==> src/rtl/io_cmd_master.sv <==
// io_cmd_master: queues I/O register commands in a FIFO and issues them as one-cycle read/write strobes, returning read data
module io_cmd_master #(
  parameter int CMD_DEPTH  = 4,
  parameter int RD_LATENCY = 1
) (
  input  logic                         clk,
  input  logic                         reset,
  input  logic                         cmd_valid,
  output logic                         cmd_ready,
  input  logic                         cmd_write,
  input  logic [31:0]                  cmd_addr,
  input  logic [31:0]                  cmd_wdata,
  output logic [31:0]                  io_addr,
  output logic                         io_write,
  output logic                         io_read,
  output logic [31:0]                  io_wdata,
  input  logic [31:0]                  io_rdata,
  output logic                         rsp_valid,
  input  logic                         rsp_ready,
  output logic [31:0]                  rsp_data,
  output logic [$clog2(CMD_DEPTH):0]   cmd_count,
  output logic                         err_sticky
);
  localparam int AW = $clog2(CMD_DEPTH);
  localparam int CW = AW + 1;
  localparam int LW = $clog2(RD_LATENCY + 1);
  typedef enum logic [1:0] {IDLE, ISSUE, WAIT_RD, RESP} state_t;
  state_t state, state_n;
  logic [64:0] mem [CMD_DEPTH];
  logic [AW-1:0] wp, rp;
  logic [LW-1:0] cnt;
  logic h_write, cur_write, push, pop, bad, issue, rd_done;
  logic [31:0] h_addr, h_wdata, cur_addr, cur_wdata;
  assign {h_write, h_addr, h_wdata} = mem[rp];
  assign cmd_ready = cmd_count < CW'(CMD_DEPTH);
  assign push = cmd_valid && cmd_ready;
  always_comb begin
    state_n = state;
    pop = 1'b0;
    bad = 1'b0;
    issue = 1'b0;
    rd_done = 1'b0;
    case (state)
      IDLE: begin
        pop = cmd_count != '0;
        bad = pop && h_addr[1:0] != 2'b00;
        state_n = !pop ? IDLE : bad ? (h_write ? IDLE : RESP) : ISSUE;
      end
      ISSUE: begin
        issue = 1'b1;
        state_n = cur_write ? IDLE : WAIT_RD;
      end
      WAIT_RD: begin
        rd_done = cnt == LW'(RD_LATENCY);
        state_n = rd_done ? RESP : WAIT_RD;
      end
      default: state_n = rsp_ready ? IDLE : RESP;
    endcase
  end
  always_ff @(posedge clk) state <= reset ? IDLE : state_n;
  always_ff @(posedge clk) begin
    if (push) mem[wp] <= {cmd_write, cmd_addr, cmd_wdata};
    if (pop && !bad) {cur_write, cur_addr, cur_wdata} <= {h_write, h_addr, h_wdata};
    cnt <= state == WAIT_RD ? cnt + LW'(1) : '0;
  end
  always_ff @(posedge clk) begin
    if (reset) begin
      wp <= '0;
      rp <= '0;
      cmd_count <= '0;
      io_write <= 1'b0;
      io_read <= 1'b0;
      io_addr <= '0;
      io_wdata <= '0;
      rsp_valid <= 1'b0;
      rsp_data <= '0;
      err_sticky <= 1'b0;
    end else begin
      wp <= push ? wp + AW'(1) : wp;
      rp <= pop ? rp + AW'(1) : rp;
      cmd_count <= cmd_count + CW'(push) - CW'(pop);
      io_write <= issue && cur_write;
      io_read <= issue && !cur_write;
      if (issue) begin
        io_addr <= cur_addr;
        io_wdata <= cur_wdata;
      end
      err_sticky <= err_sticky || bad;
      if (rd_done || (bad && !h_write)) begin
        rsp_valid <= 1'b1;
        rsp_data <= rd_done ? io_rdata : '0;
      end else if (state == RESP && rsp_ready) rsp_valid <= 1'b0;
    end
  end
endmodule

==> config.mk <==
export PLATFORM = sky130hd
export DESIGN_NAME = io_cmd_master
export DESIGN_NICKNAME = d
export VERILOG_FILES = /design/src/rtl/io_cmd_master.sv
export SDC_FILE = /design/constraint.sdc
export NUM_CORES = 1
export LEC_CHECK = 0
export ABC_AREA = 0
export CAP_MARGIN = 20
export CORE_MARGIN = 4
export CORE_UTILIZATION = 45
export DETAILED_ROUTE_END_ITERATION = 8
export PLACE_DENSITY = 0.7
export SLEW_MARGIN = 20
export SYNTH_ARGS = -nofsm -noshare
export SYNTH_HDL_FRONTEND = slang
export SYNTH_SLANG_ARGS = --single-unit
==> constraint.sdc <==
create_clock -name clk -period 7.6 [get_ports clk]
set_clock_uncertainty 0.15 [all_clocks]
set_input_delay 1.14 -clock clk [delete_from_list [all_inputs] [get_ports clk]]
set_output_delay 1.14 -clock clk [all_outputs]
set_load 0.01 [all_outputs]
After elaboration in Yosys (flattened, before gate mapping)
Memory sizes are Yosys's and may differ from the RTL's. A register that Yosys moved wholly into a read port is not among the register bits.
Index checks and enable logic that the tools add are counted.
{"block": "op_classes", "div": 0, "bitwise_logic": 0, "muxes": 18, "eq_ne": 3, "shift": 0, "n_reduce_logical": 16, "magnitude_cmp": 1, "addsub": 5, "n_mul": 0}
{"cell": "2-to-1 mux 32 bit", "n": 1}
{"cell": "2-to-1 mux 2 bit", "n": 7}
{"cell": "2-to-1 mux 1 bit", "n": 9}
{"cell": "logical AND 1 bit", "n": 7}
{"cell": "case mux 2 bit (3 select lines)", "n": 1}
{"cell": "adder 2 x 1 -> 2 bit (second input constant)", "n": 2}
{"cell": "equality test 2 bit (second input constant)", "n": 2}
{"cell": "nonzero test 2 bit", "n": 2}
{"cell": "adder 3 x 1 -> 3 bit", "n": 1}
{"cell": "zero test 1 bit", "n": 3}
{"cell": "< comparator 3 bit (second input constant)", "n": 1}
{"cell": "nonzero test 3 bit", "n": 1}
{"cell": "subtractor 3 x 1 -> 3 bit", "n": 1}
{"cell": "equality test 2 x 1 -> 1 bit (second input constant)", "n": 1}
{"cell": "zero test 2 bit", "n": 1}
{"cell": "logical OR 1 bit", "n": 2}
{"cell": "adder 1 bit (second input constant)", "n": 1}
{"block": "word_totals", "mem_bits_ro": 0, "register_bits": 175, "in_bits": 101, "out_inout_bits": 104, "latch_bits": 0, "ramBits": 260, "mem_count": 1}
{"memory": "mem", "words": 4, "word_bits": 65, "rd": 1, "rd_ports_with_merged_regs": 1, "write_ports": 1, "line": "29", "source": "logic [64:0] mem [CMD_DEPTH];"}

Longest topological paths before layout
{"block": "logic_depth", "word_depth": 6, "mapped_depth": 12}

Worst setup path before layout
Ideal clock, no wire load.
{"block": "synth_path", "kind": "reg-to-reg", "start": "reg (tool-made name)", "end": "reg cur_addr[0] (enable)", "setup_ns": 0.648, "path_slack_ns": -0.397, "t_arrival_ns": 7.198, "stages_incl_launch_ff": 4, "synth_period_minus_slack_ns": 7.997, "path_cell_list": "dfxtp_1 -> buf_6 -> mux4_2 -> nor4_1"}
{"element": "to (signal assigned)", "line": "63", "source": "if (pop && !bad) {cur_write, cur_addr, cur_wdata} <= {h_write, h_addr, h_wdata};"}
{"element": "to (decl)", "line": "33", "source": "logic [31:0] h_addr, h_wdata, cur_addr, cur_wdata;"}

==> impl_results.md <==
- Final #Nets: 1,187
- CTS Buf Count: between 40 and 50
- Sequential-to-total area share from yosys stat: 76.6%
- Die height: roughly 190 um
- Crit path largest cell delay: 0.88 ns
- Layout cell share with drive strength beyond 1: between 15 and 20%
- Switching power: 1.81 mW
- Max-cap viol count: 0
- CTS tree: yes
- Met1 Wirelength: 13,100 um
- Fmax: 0.276 GHz
- # setup viols final: 0
- CTS sink count: around 440
- Ports: slightly above 200
- H-tree levels: 2
- Family with the most delay on the worst path: buffers and inverters
- Number of flops mapped to enable cells by yosys: ~330
- Main synth FF type: edfxtp_1
- Final core occ: 56.7%
- Switching share of power: 26.9%
- Die Wd: 195 um
- Combinational share of power: 20.8%
- Total power: 6.73 mW
- Post-CTS Repair Setup Buffers: 0
- Clock network power share: between 30 and 40%
- Worst Tran Pin Value: 1.01 ns
- Max-slew headroom: between 30% and 40%
- Commonest non-fill, non-tap cell in the layout: edfxtp_1
- Met2 wire length: 15,000 um
- Hold buffer count at cts: 0
- Sequential share of power: 48.3%
- Dpl cell area: 0.0181 mm2
- Area Overhead vs Synth: 24.7%
- Syn Nets: 986
- Period minus WS final: ~3.6 ns
- VDD IR max: 0.200 mV
- Largest net degree at the start of global routing: 78
- Vias per cell: 5.11
- Status: completed
- Pre-CTS WS: roughly 3.8 ns
- Worst setup SP type: register
- Core area: 0.0345 mm2
- Register area: 0.0120 mm2
- Post-Synthesis Cells: 878
- Register-to-Register Setup Slack: between 3 and 4 ns
- Syn Std Cell Area: approximately 0.016 mm2
- Floorplan row count: 68
- First-pass GRT wire length: 47,900 um
- Clock transition at path regs: 0.06 ns
- Critical Path Fanout Max: 65
- Crit Path Class: reg -> reg
- Worst Path Arrival: ~3.6 ns
- Tcrit/Tclk final: between 40% and 50%
- Cells along the critical path: buf_4, mux4_2, nor4_4, buf_4
- Synth warn: 0
- Worst path buffer plus inverter count: 2
- Area of the multi-input gates: 0.00343 mm2
- Via count: 8,025
- GP Congestion: a little under 0.8
- Synth Register Bits: 437
- Tot GR Track Use: 16.0%
- Worst Setup Slack, final: slightly below 4 ns
- DIE AREA: 0.0379 mm2
- Starting Density: 45.5%
- Slew Viols, Final: 0
- Async S/R FF share, synth: 0%
- Worst Hold Class: reg -> reg
- Initial antenna violation count: 0
- DR iter-0 viols: 476
- Lkg Pwr: about 6.4 nW
- Dpl hpwl: 18,600 um
- Cell mode on critical path: buf_4
- Met3 WL: 2240 um
- P_int: 4.92 mW
- CTS resizes: 0
- Syn Area/Cell: 17.8 um2
- Port Buffers: 204
- Total global routing overflow: 0
- Number of fill cells: about 2,700
- Most frequent cells in the layout: edfxtp_1, clkdlybuf4s50_1, nand2_1
- Critical Path RT: 7.60 ns
- Pre-antenna DRT Iters: 5
- Pwr dens: about 340 mW/mm2
- Routed wire length per instance: between 15 and 20 um
- CP Capture Type: register
- Post-route DRC: 0
- Final instance area: a little under 0.02 mm2
- Clock latency at the later pin of the worst-skew pair: approximately 0.54 ns
- CTS root buf: clkbuf_16
- Vias in the first global route: about 8,300
- RSZ-0062 raised after global routing: false
- Final Hold Fails: 0
- Count of antenna-violating nets left after detailed routing: 0
- Post-synth cell types: 37
- Clk buf depth: 3
- Max layer used: met4
- Setup TNS Final: 0 ns
- Drt total wl: just over 30,000 um
- Slowest-stage cell, CP: dfxtp_4
[layout make-up]
cell class                 count  share of cell area, %
antenna                        1                 0.0128
clock buffer                  62                   6.48
clock inverter                19                  0.813
inverter                       8                  0.154
multi-input combinational    379                   17.5
sequential                   437                   61.5
tap                          455                   2.91
timing repair buffer         209                   10.6
[power by group through the flow]
stage | combinational, mW | clock (mW) | sequential (mW)
4_1_cts | 1.43 | 2.13 | 3.26
5_1_grt | 1.52 | 2.24 | 3.30
2_1_floorplan | 0.989 | 0 | 3.21
6_report | 1.40 | 2.08 | 3.25
3_3_place_gp | 1.41 | 0 | 3.29
3_5_place_dp | 1.43 | 0 | 3.31
[state kept, by name (all words and copies together) (netlist names), 2 cells and up, named ones only]
name       flops
state          2
cur_addr      32
cur_wdata     32
cmd_count      3
io_addr       32
wp             2
rp             2
mem          260
rsp_data      32
io_wdata      32
[kinds of logic (layout without fill, tap and decap cells)]
| kind of cell | count (synthesis) | after routing | synth area share [%] |
|---|---|---|---|
| flops | 437 | 437 | 76.6 |
| buf+inv | 62 | 298 | 1.76 |
| fa+ha+maj | 7 | 7 | 0.607 |
| mux | 100 | 100 | 11.5 |
| xor+xnor | 3 | 3 | 0.168 |
| compound gates | 113 | 113 | 5.27 |
| simple gates | 156 | 156 | 4.07 |
| other cells | 0 | 1 | 0 |
[tightest hold or removal path, cell delays in order, from the launching register on]
cell,delay [ns]
dfxtp_1,0.31
nand2_1,0.05
a21oi_1,0.05
[metal layers]
layer	track usage [%]	vias to the layer above
met3	3.57	36
li1	-	3761
met2	26.3	237
met1	22.2	3991
met4	3.62	0
met5	0	-
[synth_stat cells, drive strengths merged, types with 2 or more instances]
cell type / n / area (um2)
clkbuf: 33 / 124
ha: 6 / 75.1
or4: 2 / 15.0
nor3b: 2 / 15.0
buf: 21 / 121
mux2i: 35 / 350
inv: 8 / 30.0
and2: 4 / 25.0
nor3: 2 / 10.0
nor2b: 4 / 25.0
o21ai: 6 / 30.0
dfxtp: 112 / 2240
edfxtp: 325 / 9760
a21oi: 68 / 340
nand2: 129 / 484
nor2: 7 / 26.3
o211a: 2 / 27.5
xnor2: 3 / 26.3
a211oi: 32 / 385
mux4: 64 / 1440
[stage by stage]
step	cells	hold slack, ns
global placement	1488	0.295
finish	1570	0.302
global route	1569	0.321
CTS	1569	0.306
floorplan	878	0.288
detailed placement	1488	0.298
[path summary, 6_finish.rpt]
path | endpoint | cells past startpoint | start
worst min-delay path | io_addr[16] | 2 | io_addr[16]
worst min register to register | io_addr[16] | 2 | io_addr[16]
worst max register to register | cur_wdata[26] | 4 | register
worst max-delay path | cur_wdata[26] | 4 | register
Power figures use the tool's default switching activity.
